$ cat config.mk
export PLATFORM = sky130hd
export DESIGN_NAME = reg_write_arbiter
export DESIGN_NICKNAME = d
export VERILOG_FILES = /design/src/rtl/reg_write_arbiter.sv
export SDC_FILE = /design/constraint.sdc
export NUM_CORES = 1
export LEC_CHECK = 0
export ABC_AREA = 1
export BUFFER_PORTS_ARGS = -buffer_cell sky130_fd_sc_hd__buf_4
export CELL_PAD_IN_SITES_DETAIL_PLACEMENT = 1
export CELL_PAD_IN_SITES_GLOBAL_PLACEMENT = 1
export CORE_ASPECT_RATIO = 0.8
export CORE_MARGIN = 4
export CORE_UTILIZATION = 30
export CTS_CLUSTER_DIAMETER = 40
export DETAILED_ROUTE_END_ITERATION = 7
export MAX_ROUTING_LAYER = met4
export PLACE_DENSITY_LB_ADDON = 0.1
export REMOVE_ABC_BUFFERS = 1
export SLEW_MARGIN = 30
export SYNTH_ARGS = -nofsm -noshare
export SYNTH_HDL_FRONTEND = slang
export SYNTH_SLANG_ARGS = --single-unit
$ cat constraint.sdc
create_clock -name CLK -period 4.8 [get_ports CLK]
set_clock_uncertainty 0.1 [all_clocks]
set_input_delay 0.96 -clock CLK [delete_from_list [all_inputs] [get_ports CLK]]
set_output_delay 0.96 -clock CLK [all_outputs]
set_load 0.03 [all_outputs]
$ cat src/rtl/reg_write_arbiter.sv
// rtl/reg_write_arbiter.sv - round-robin arbiter sharing one register-file write port
// Define ARB_STATS_EN to add per-requester saturating grant counters (STAT_SEL/STAT_CNT).
module reg_write_arbiter #(
  parameter int NREQ = 4,
  parameter int AW   = 4,
  parameter int DW   = 32
) (
  input  logic               CLK,
  input  logic               RST,
  input  logic [NREQ-1:0]    REQ_VALID,
  output logic [NREQ-1:0]    REQ_READY,
  input  logic [NREQ*AW-1:0] REQ_ADDR,
  input  logic [NREQ*DW-1:0] REQ_DATA,
  input  logic               WR_STALL,
  output logic               WR_EN,
  output logic [AW-1:0]      WR_ADDR,
  output logic [DW-1:0]      WR_DATA,
  output logic               BUSY
`ifdef ARB_STATS_EN
  ,
  input  logic [2:0]         STAT_SEL,
  output logic [15:0]        STAT_CNT
`endif
);

  localparam int PW = (NREQ > 1) ? $clog2(NREQ) : 1;

  logic [PW-1:0]   ptr_q, ptr_d;
  logic            wr_en_q, wr_en_d;
  logic [AW-1:0]   wr_addr_q, wr_addr_d;
  logic [DW-1:0]   wr_data_q, wr_data_d;

  logic            found_hi, found_lo, found;
  logic [PW-1:0]   win_hi, win_lo, winner;
  logic [NREQ-1:0] grant;
  logic            xfer;

  // Two-pass search: lowest valid index at or above the pointer wins, else lowest index overall.
  always_comb begin
    found_hi = 1'b0;
    found_lo = 1'b0;
    win_hi   = '0;
    win_lo   = '0;
    for (int i = NREQ - 1; i >= 0; i--) begin
      if (REQ_VALID[i]) begin
        if (i >= int'(ptr_q)) begin
          found_hi = 1'b1;
          win_hi   = PW'(i);
        end else begin
          found_lo = 1'b1;
          win_lo   = PW'(i);
        end
      end
    end
    found  = found_hi | found_lo;
    winner = found_hi ? win_hi : win_lo;
  end

  always_comb begin
    grant = '0;
    if (!RST && !WR_STALL && found) begin
      grant[winner] = 1'b1;
    end
    xfer = |grant;
  end

  always_comb begin
    wr_en_d   = xfer;
    wr_addr_d = wr_addr_q;
    wr_data_d = wr_data_q;
    ptr_d     = ptr_q;
    if (xfer) begin
      wr_addr_d = REQ_ADDR[winner*AW +: AW];
      wr_data_d = REQ_DATA[winner*DW +: DW];
      if (int'(winner) == NREQ - 1) begin
        ptr_d = '0;
      end else begin
        ptr_d = winner + PW'(1);
      end
    end
  end

  always_ff @(posedge CLK) begin
    if (RST) begin
      ptr_q     <= '0;
      wr_en_q   <= 1'b0;
      wr_addr_q <= '0;
      wr_data_q <= '0;
    end else begin
      ptr_q     <= ptr_d;
      wr_en_q   <= wr_en_d;
      wr_addr_q <= wr_addr_d;
      wr_data_q <= wr_data_d;
    end
  end

  assign REQ_READY = grant;
  assign BUSY      = |(REQ_VALID & ~grant);
  assign WR_EN     = wr_en_q;
  assign WR_ADDR   = wr_addr_q;
  assign WR_DATA   = wr_data_q;

`ifdef ARB_STATS_EN
  logic [15:0] cnt_q [NREQ];
  logic [15:0] cnt_d [NREQ];

  // Counters stick at all-ones instead of wrapping.
  always_comb begin
    for (int i = 0; i < NREQ; i++) begin
      cnt_d[i] = cnt_q[i];
    end
    if (xfer && cnt_q[winner] != 16'hFFFF) begin
      cnt_d[winner] = cnt_q[winner] + 16'd1;
    end
  end

  always_ff @(posedge CLK) begin
    for (int i = 0; i < NREQ; i++) begin
      if (RST) begin
        cnt_q[i] <= '0;
      end else begin
        cnt_q[i] <= cnt_d[i];
      end
    end
  end

  always_comb begin
    STAT_CNT = '0;
    for (int i = 0; i < NREQ; i++) begin
      if (STAT_SEL == 3'(i)) begin
        STAT_CNT = cnt_q[i];
      end
    end
  end
`endif

endmodule

==> metrics.yaml <==
placed_design:
  dpl_cell_area_um2: 5026
  port_buffers: 192
  placed_cells: 917
  place_congestion: 0.7703
  dp_hpwl_um: 9520
power:
  fin_total_pwr_uw: 1402
  ir_drop_uv: 161.3
  clkPwrFrac_pct: 21.5
  power_frac_seq_pct: 27.9
  intPower_uw: 849.9
  p_comb_share_pct: 50.6
  leakage_uw: 0.002904
  power.density_nw_per_um2: 271.9
  switching_share_pct: 39.37
  p_switching_uw: 551.8
critical_path:
  crit_slowest_cell: "buf_4"
  regToRegStartpoint: "ptr_q[1]"
  cp_data_required_time_ns: 3.74
  critical-path-top-delay-family: "buffers and inverters"
  reg2reg_to: "ptr_q[1]"
  cpPeakStageDelay_ns: 0.45
  path_max_fanout: 38
  critPathBufInv: 4
  cp.arrival_ns: 2.82
  crit_top_cell: "nand2_1"
  start_kind: "input pin"
  critPathKind: "input pin to primary output"
  endpoint_kind: "primary output"
  r2r_slack_ns: 1.64
  reg2reg_depth: 12
  crit_chain: "buf_4 -> inv_1 -> nand2_1 -> nor2_1 -> nand2_1 -> a21oi_4 -> buf_4 -> ha_1 -> nand2_1 -> nand2_1 -> o2111ai_1 -> buf_4"
clock_network:
  path_clk_slew_ns: 0.05
  post-cts-setup-buffers: 0
  clock_sinks: 39
  root_buffer: "clkbuf_16"
  ctsResizeCount: 0
  htree_levels: 2
  cts_buffer_depth: 2
  insertion_delay_ns: 0.27
  cts_tree: "done"
  cts_hold_buf: 0
  numCtsBuffers: 5
yosys:
  syn_inst: 613
  yosys.area.top_type: "dfxtp_1"
  synthTopCellsByArea: "dfxtp_1 (22%), nand3b_1 (20%), nand2_1 (17%)"
  synth_area_per_cell_um2: 5.799
  ys_seq_area_share_pct: 21.96
  synthArstFlopShare_pct: 0
  yosys_warnings: 0
  synth_edf_count: 0
  synth_top_flop_cell: "dfxtp_1"
  synth_area_um2: 3555
  synth_cell_type_count: 22
  post-synth-top-area-fraction_pct: 21.96
  synth_seq_cells: 39
timing:
  min_period_ns: 3.876
  fin_crit_sh_pct: 80.75
  hold_viol_final: 0
  max_slew_margin_pct: 49.37
  fin_setup_tns_ns: 0
  slew_viol_final: 0
  setup_violations: 0
  rsz0062_at_grt: "no"
  worst_slew_pin_slew_ns: 0.7594
  fmax_mhz: 258.0
drt:
  antenna_left: 0
  wl_um: 12970
  drtIter0Drc: 208
  via_count: 4370
  wl_per_cell_um: 14.05
  first_pass_iters: 4
  drc_errors: 0
  vias_per_cell: 4.735
min_path:
  min_to: "WR_DATA[0]"
  hp-start: "WR_DATA[0]"
  hp-class: "flop to flop"
  holdPathStages: 2
floorplanning:
  rows: 35
  dieArea_um2: 13670
  fp.dieH_um: 105.4
  coreArea_um2: 11560
  die_w_um: 129.7
  initial_core_util_pct: 30.75
  ios: 193
finish:
  fin_nets: 930
  final_layout_size_suffix_gt1_share_pct: 28.00
  syn_to_final_growth_pct: 45.02
  fillers: 1577
  num_antenna_cells: 0
  fin_cells: 923
  fin_area_um2: 5155
global_route:
  grt_max_degree: 73
  grt_pass1_vias: 4442
  antenna_found_initial: 0
  grt_pass1_wl_um: 21030
  grt.total_usage_pct: 18.86
  gr-total-overflow: 0
run_status:
  run_status: "complete, no violations"
flow_run:
  cap_violations: 0
worst reg2reg max path, stage by stage, from the launching register on:
cell	delay, ns
dfxtp_1	0.45
nand2_2	0.12
a21oi_2	0.24
nand3_2	0.13
nand2_2	0.08
buf_4	0.35
inv_1	0.16
ha_1	0.27
o311ai_4	0.34
nand2_4	0.13
inv_2	0.50
nor2_1	0.12
nor2_1	0.12
registers in the layout, summed over array words and instances, names as in the netlist:
register / cells
WR_ADDR: 4
WR_DATA: 32
WR_EN: 1
ptr_q: 2
cell families (layout without fill, tap and decap cells):
logic type / count (synthesis) / after routing / share of synthesized area [%]
adders and majority gates: 3 / 3 / 1.056
buffers and inverters: 136 / 298 / 16.33
AOI/OAI and AO/OA: 11 / 11 / 2.077
DFF: 39 / 39 / 21.96
and+or+nand+nor: 424 / 424 / 58.57
cell usage after synthesis, types with 2 or more instances:
| cell type | number |
|---|---|
| nand2_1 | 163 |
| nand3b_1 | 96 |
| inv_1 | 89 |
| nand3_1 | 84 |
| nor2_1 | 76 |
| dfxtp_1 | 39 |
| clkbuf_1 | 19 |
| buf_2 | 11 |
| buf_4 | 9 |
| a21oi_1 | 6 |
| buf_6 | 3 |
| ha_1 | 3 |
| inv_2 | 3 |
| nand2_2 | 2 |
| nand3_2 | 2 |
| o21ai_0 | 2 |
how the worst max path moves through the flow:
stage	startpoint	end	slack [ns]	cells past startpoint
after floorplan	REQ_VALID[1]	ptr_q[0]	-1.36	12
after global placement	REQ_VALID[2]	BUSY	0.93	9
after detailed placement	REQ_VALID[2]	BUSY	0.93	9
after CTS	REQ_VALID[2]	BUSY	0.92	11
after global routing	REQ_VALID[1]	BUSY	0.71	13
final	REQ_VALID[1]	BUSY	0.92	12
cell usage in the layout, fill, tap and decap left out, drive strengths merged:
master   count
o21ai        2
a21oi        7
inv         93
nor2        76
nand3b      96
ha           3
o311ai       1
o2111ai      1
clkbuf       6
dfxtp       39
buf        199
nand3       86
nand2      166
routing by layer:
layer,track usage [%],wire length [µm],up-vias
met3,4.863,1077,12
met4,3.264,123,0
met5,-,0,-
met1,24.69,5996,1993
met2,29.76,5772,134
li1,-,-,2231
area by class of cell:
cell class                 count  area (µm²)  share of cell area, %
multi-input combinational    438        2217                  43.01
timing repair buffer         199        1494                  28.98
sequential                    39       780.7                  15.15
inverter                      93       349.1                  6.772
tap                          148       185.2                  3.592
clock buffer                   6       128.9                  2.500
power groups by stage:
stage | clock (µW) | sequential [µW] | combinational (µW)
2_1_floorplan | 0 | 478 | 354
3_3_place_gp | 0 | 395 | 706
3_5_place_dp | 0 | 398 | 721
4_1_cts | 311 | 391 | 724
5_1_grt | 328 | 397 | 794
6_report | 301 | 391 | 710
through the flow:
| step | hold WS, ns | setup WS, ns | utilization [%] |
|---|---|---|---|
| after CTS | 0.3990 | 0.9167 | 44.59 |
| after global placement | 0.3714 | 0.9292 | 43.47 |
| after global routing | 0.4256 | 0.7054 | 44.59 |
| final | 0.3930 | 0.9238 | 44.59 |
| after floorplan | 0.4201 | -1.364 | - |
| after detailed placement | 0.3914 | 0.9266 | 43.47 |
No activity file was read; power rests on OpenSTA's default activity.
